<file path="config.mk">
export PLATFORM = sky130hd
export DESIGN_NAME = datapath_sequencer
export DESIGN_NICKNAME = d
export VERILOG_FILES = /design/src/rtl/datapath_sequencer.sv
export SDC_FILE = /design/constraint.sdc
export NUM_CORES = 1
export LEC_CHECK = 0
export BUFFER_PORTS_ARGS = -buffer_cell sky130_fd_sc_hd__buf_2
export CORE_MARGIN = 10
export CORE_UTILIZATION = 39
export CTS_BUF_LIST = sky130_fd_sc_hd__clkbuf_8
export CTS_CLUSTER_DIAMETER = 200
export CTS_CLUSTER_SIZE = 25
export DETAILED_ROUTE_END_ITERATION = 16
export GPL_TIMING_DRIVEN = 0
export PLACE_DENSITY = 0.79
export SLEW_MARGIN = 20
export SYNTH_ARGS = -nofsm -noshare
export SYNTH_HDL_FRONTEND = slang
export SYNTH_SLANG_ARGS = --single-unit
</file>
<file path="constraint.sdc">
create_clock -name clk -period 1.4 [get_ports clk]
set_clock_uncertainty 0.05 [all_clocks]
set_input_delay 0.07 -clock clk [delete_from_list [all_inputs] [get_ports clk]]
set_output_delay 0.07 -clock clk [all_outputs]
set_load 0.02 [all_outputs]
</file>
<file path="src/rtl/datapath_sequencer.sv">
// Instruction sequencer: fetch/decode/execute control for a simple ARM-like datapath.
// Latency: Moore outputs follow the registered state; IRLd/MDRLd/undef/mem_abort resolve in-cycle.
// Backpressure: F2/LDW/STW hold until moc=1, or abort to F0 after MOC_TIMEOUT stalled cycles.
module datapath_sequencer #(
    parameter int unsigned MOC_TIMEOUT = 15,
    parameter logic [4:0]  OP_PASSA    = 5'b10000,
    parameter logic [4:0]  OP_PASSB    = 5'b01101
) (
    input  logic        clk,
    input  logic        reset_n,
    input  logic [31:0] ir,
    input  logic        cond_ok,
    input  logic        moc,
    output logic [1:0]  MA,
    output logic [1:0]  MB,
    output logic [2:0]  MC,
    output logic        MD,
    output logic [4:0]  OP,
    output logic [1:0]  MF,
    output logic [1:0]  MJ,
    output logic        RFLd,
    output logic        IRLd,
    output logic        MARLd,
    output logic        MDRLd,
    output logic        FlagLd,
    output logic        MOV,
    output logic        RW,
    output logic        undef,
    output logic        mem_abort,
    output logic [4:0]  state
);

    typedef enum logic [4:0] {
        S_RESET = 5'd0,
        S_F0    = 5'd1,
        S_F1    = 5'd2,
        S_F2    = 5'd3,
        S_DEC   = 5'd4,
        S_DP    = 5'd5,
        S_MADDR = 5'd6,
        S_LDW   = 5'd7,
        S_LDWB  = 5'd8,
        S_STD   = 5'd9,
        S_STW   = 5'd10,
        S_BLNK  = 5'd11,
        S_BTGT  = 5'd12
    } state_e;

    localparam logic [3:0] TIMEOUT_CNT = 4'(MOC_TIMEOUT);
    localparam logic [4:0] OP_ADD      = 5'b00100;
    localparam logic [4:0] OP_SUB      = 5'b00010;

    state_e     state_q, state_d;
    logic [3:0] wait_q, wait_d;
    logic       in_wait;
    logic       timeout;
    logic       dec_known;
    logic       unused_ir;

    // Only the opcode class, P/U/L/S bits and immediate flag steer the sequencer.
    assign unused_ir = ^{ir[31:28], ir[19:0]};

    assign in_wait   = (state_q == S_F2) || (state_q == S_LDW) || (state_q == S_STW);
    // moc in the final allowed cycle still completes the transfer.
    assign timeout   = in_wait && !moc && (wait_q == TIMEOUT_CNT);
    assign dec_known = (ir[27:25] == 3'b000) || (ir[27:25] == 3'b001) ||
                       (ir[27:25] == 3'b010) || (ir[27:25] == 3'b101);

    // Next-state selection.
    always_comb begin
        state_d = state_q;
        case (state_q)
            S_RESET: state_d = S_F0;
            S_F0:    state_d = S_F1;
            S_F1:    state_d = S_F2;
            S_F2: begin
                if (moc)          state_d = S_DEC;
                else if (timeout) state_d = S_F0;
            end
            S_DEC: begin
                if (!cond_ok) begin
                    state_d = S_F0;
                end else begin
                    case (ir[27:25])
                        3'b000, 3'b001: state_d = S_DP;
                        3'b010:         state_d = S_MADDR;
                        3'b101:         state_d = ir[24] ? S_BLNK : S_BTGT;
                        default:        state_d = S_F0;
                    endcase
                end
            end
            S_DP:    state_d = S_F0;
            S_MADDR: state_d = ir[20] ? S_LDW : S_STD;
            S_LDW: begin
                if (moc)          state_d = S_LDWB;
                else if (timeout) state_d = S_F0;
            end
            S_LDWB:  state_d = S_F0;
            S_STD:   state_d = S_STW;
            S_STW: begin
                if (moc || timeout) state_d = S_F0;
            end
            S_BLNK:  state_d = S_BTGT;
            S_BTGT:  state_d = S_F0;
            default: state_d = S_RESET;
        endcase
    end

    // Wait counter counts stalled cycles while parked in a memory state; zero elsewhere,
    // so every entry into a memory state starts from zero.
    always_comb begin
        wait_d = 4'd0;
        if (in_wait && !moc && !timeout) begin
            wait_d = wait_q + 4'd1;
        end
    end

    // State and wait counter registers.
    always_ff @(posedge clk or negedge reset_n) begin
        if (!reset_n) begin
            state_q <= S_RESET;
            wait_q  <= 4'd0;
        end else begin
            state_q <= state_d;
            wait_q  <= wait_d;
        end
    end

    // Control decode of the current state; anything not driven below stays 0.
    always_comb begin
        MA     = 2'd0;
        MB     = 2'd0;
        MC     = 3'd0;
        MD     = 1'b0;
        OP     = 5'd0;
        MF     = 2'd0;
        MJ     = 2'd0;
        RFLd   = 1'b0;
        IRLd   = 1'b0;
        MARLd  = 1'b0;
        MDRLd  = 1'b0;
        FlagLd = 1'b0;
        MOV    = 1'b0;
        RW     = 1'b0;
        undef  = 1'b0;
        case (state_q)
            S_F0: begin
                MA    = 2'd2;
                MD    = 1'b1;
                OP    = OP_PASSA;
                MARLd = 1'b1;
            end
            S_F1: begin
                MA   = 2'd2;
                MB   = 2'd3;
                MD   = 1'b1;
                OP   = OP_ADD;
                MC   = 3'd3;
                RFLd = 1'b1;
                MOV  = 1'b1;
                RW   = 1'b1;
            end
            S_F2: begin
                MOV  = 1'b1;
                RW   = 1'b1;
                IRLd = moc;
            end
            S_DEC: begin
                undef = cond_ok && !dec_known;
            end
            S_DP: begin
                MB     = ir[25] ? 2'd1 : 2'd0;
                FlagLd = ir[20];
                // Compare/test ops update flags only.
                RFLd   = (ir[24:23] != 2'b10);
            end
            S_MADDR: begin
                MB    = 2'd1;
                MD    = 1'b1;
                OP    = ir[23] ? OP_ADD : OP_SUB;
                MARLd = 1'b1;
            end
            S_LDW: begin
                MOV   = 1'b1;
                RW    = 1'b1;
                MDRLd = moc;
            end
            S_LDWB: begin
                MF   = 2'd1;
                RFLd = 1'b1;
            end
            S_STD: begin
                MJ    = 2'd2;
                MD    = 1'b1;
                OP    = OP_PASSB;
                MDRLd = 1'b1;
            end
            S_STW: begin
                MOV = 1'b1;
            end
            S_BLNK: begin
                MA   = 2'd2;
                MD   = 1'b1;
                OP   = OP_PASSA;
                MC   = 3'd2;
                RFLd = 1'b1;
            end
            S_BTGT: begin
                MA   = 2'd2;
                MB   = 2'd2;
                MD   = 1'b1;
                OP   = OP_ADD;
                MC   = 3'd3;
                RFLd = 1'b1;
            end
            default: ;
        endcase
    end

    assign mem_abort = timeout;
    assign state     = state_q;

endmodule
</file>
==> results.md <==
- Status: finished, violations left
- Failing checks: negative setup slack
- Max Root-Sink Buffers: 2
- First-pass GRT wire length: 6.79 mm
- RSZ-0062 raised after global routing: yes
- Clock latency on the worst-skew pair: 0.23 ns
- Crit path capture type: primary output
- Placed Instance Area: 1400 sq um
- Post-synth EDFFs: 0
- Crit path arrival time: 1.66 ns
- Worst Setup Start Kind: flop
- CP delay by family, top: simple AND/OR/NAND/NOR gates
- Critical Path RT: 1.28 ns
- Cell variety after synth: 49
- Total congestion overflow: 0
- Core Box Area: 2450 sq um
- Vias: 1,518
- Logic gate share of total power: 0.602
- Row count: 18
- TritonCTS clock tree: done
- Fin worst setup slack: -0.380 ns
- Mapped Avg Cell Area: 7.32 sq um
- Total track usage: 0.164
- Net Sw Power: 0.576 mW
- Clock Sinks: 9
- Root Driver: clkbuf_8
- Slowest CP cell: dfrtp_2
- Register area share after synthesis: 0.225
- Largest net degree at the start of global routing: 11
- Layout cells sized above 1: 0.680
- P per Cell Area: 679 nW/um^2
- Synth area leader: dfrtp_1
- Antenna viol nets, final: 0
- Slowest cell delay on critical path: 0.46 ns
- DR DRC count: 0
- GP Congestion: 0.925
- Hold violation count in the final report: 0
- Switching Fraction: 0.394
- P&R area growth vs syn: 115%
- Initial DRC count: 129
- Detailed Place HPWL: 2.70 mm
- Highest clock rate: 562 MHz
- Buffers plus inverters on the worst setup path: 1
- Crit path kind: flop to primary output
- Final Net Count: 257
- Die Span X: 70.7 microns
- Final instance area: 2160 sq um
- Number of diodes: 0
- DRT Pass-1 Iters: 4
- Fin crit share: 1.27
- Final wirelength: 5.51 mm
- Min Tclk post-route: 1.78 ns
- Max IR drop VDD: 732 uV
- Post-synth top flop: dfrtp_1
- Top cells by area, synth: dfrtp_1, nor2_1, a21oi_1
- Worst hold path class: input pin to asynchronous set/reset pin
- Clock power frac: 0.196
- Critical Path Fanout Max: 6
- Initial core utilization: 0.408
- Synth warn: 0
- Number of global-route vias before repair: 1,350
- Num CTS Buffers: 3
- Antenna violations before repair: 0
- CTS clock-pin slew for the worst setup and hold paths: 0.04 ns
- Utilization after layout: 0.878
- Pins Over Slew Limit: 0
- Mapped cell area: 1000 sq um
- Mapped Cells: 137
- Asr flop ratio synth: 1.00
- I/O pin count: 67
- Top-area cell type share of the netlist area: 0.225
- FF+latch count, synth: 9
- Critical-path cell list: or3b_1, a211o_1, nor2_2, buf_6
- Leakage power: 0.979 nW
- PortBufs: 36
- Internal power: 0.888 mW
- Vias per inst: 6.10
- Pre-CTS worst setup slack: -0.263 ns
- Routed length per instance: 22.1 microns
- Die ar.: 5000 sq um
- Htree depth: 1
- Die Ht: 70.7 microns
- Final Setup Violations: 30
- Sequential share of power: 0.203
- Max-Cap Viols: 0
[cell usage in the layout (no fill, tap or decap), types with 3 or more instances in the layout]
cell type / n
nor2_2: 4
nor3_2: 6
buf_4: 44
dfrtp_2: 4
buf_6: 23
a21oi_2: 4
nand2b_4: 4
nand2b_1: 4
dfrtp_1: 5
nor2_1: 10
conb_1: 5
buf_2: 16
nor2_4: 5
a31oi_1: 3
nand2_1: 6
a21oi_1: 6
nor2b_4: 3
clkbuf_8: 3
inv_1: 4
[registers in the layout (all words and copies together), names as in the netlist]
register,flops
state,5
wait_q,4
[Yosys cell counts (all sizes together), types with 3 or more instances]
cell,instances
nor2b,4
clkbuf,4
nor2,19
o21ai,3
nand3,5
dfrtp,9
nor4,3
nor3,8
nand2b,9
a31oi,4
buf,12
a21oi,11
nand2,7
inv,4
[area by class of cell]
| cell class | instances | area (sq um) |
|---|---|---|
| Multi-Input combinational cell | 112 | 1010 |
| Timing Repair Buffer | 75 | 623 |
| Fill cell | 106 | 299 |
| Sequential cell | 9 | 230 |
| Buffer | 15 | 189 |
| Clock buffer | 3 | 41.3 |
| Tap cell | 30 | 37.5 |
| Inverter | 4 | 18.8 |
| Clock inverter | 1 | 3.75 |
[per-stage QoR]
| stage | hold slack [ns] | TNS [ns] | power [mW] | cells |
|---|---|---|---|---|
| 5_1_grt | 0.178 | -8.45 | 1.53 | 249 |
| 3_5_place_dp | -0.120 | -3.63 | 0.791 | 207 |
| 3_3_place_gp | -0.128 | -3.18 | 0.783 | 207 |
| 4_1_cts | 0.144 | -5.58 | 1.30 | 230 |
| 6_report | 0.172 | -6.85 | 1.46 | 249 |
| 2_1_floorplan | -0.276 | -2.23 | 0.657 | 141 |
[logic make-up after synthesis]
| logic type | share of synthesized area |
|---|---|
| AND/OR/NAND/NOR | 0.382 |
| multiplexers | 0.00999 |
| other | 0.00374 |
| XOR/XNOR | 0.0262 |
| adder cells (fa/ha/maj) | 0.0125 |
| buffers and inverters | 0.115 |
| AO/OA/AOI/OAI | 0.226 |
| flip-flops | 0.225 |
[path summary, 6_finish.rpt]
path | startpoint | to | slack (ns) | cells past startpoint
max | state[0] | mem_abort | -0.38 | 4
max in group asynchronous | reset_n | state[2] | 0.93 | 2
min reg2reg | wait_q[0] | wait_q[0] | 0.57 | 2
min | reset_n | wait_q[0] | 0.17 | 2
max reg2reg | state[0] | wait_q[3] | -0.34 | 5
min in group clk | ir[24] | state[1] | 0.20 | 3
[routing by layer]
metal | wire, microns | part of all wire | vias up | GRT usage
met1 | 1970 | 0.36 | 730 | 0.160
met4 | 396 | 0.072 | 0 | 0.116
met2 | 2740 | 0.50 | 105 | 0.293
li1 | - | - | 647 | -
met3 | 401 | 0.073 | 36 | 0.0432
met5 | 0 | 0 | - | 0
[power by group through the flow]
| stage | Combinational, mW | Sequential [mW] | Clock, mW |
|---|---|---|---|
| 3_3_place_gp | 0.487 | 0.296 | 0 |
| 6_report | 0.881 | 0.297 | 0.287 |
| 3_5_place_dp | 0.496 | 0.295 | 0 |
| 5_1_grt | 0.916 | 0.297 | 0.312 |
| 4_1_cts | 0.710 | 0.291 | 0.297 |
| 2_1_floorplan | 0.351 | 0.306 | 0 |
[timing repair]
action	in CTS	in global routing
setup buffers	17	19
gates cloned	2	0
pin swaps	13	17
resized for setup	59	40
hold buffers	1	0
hold endpoints to repair	9	0
endpoints found under the setup margin	30	30
(Power assumes the default switching activity.)
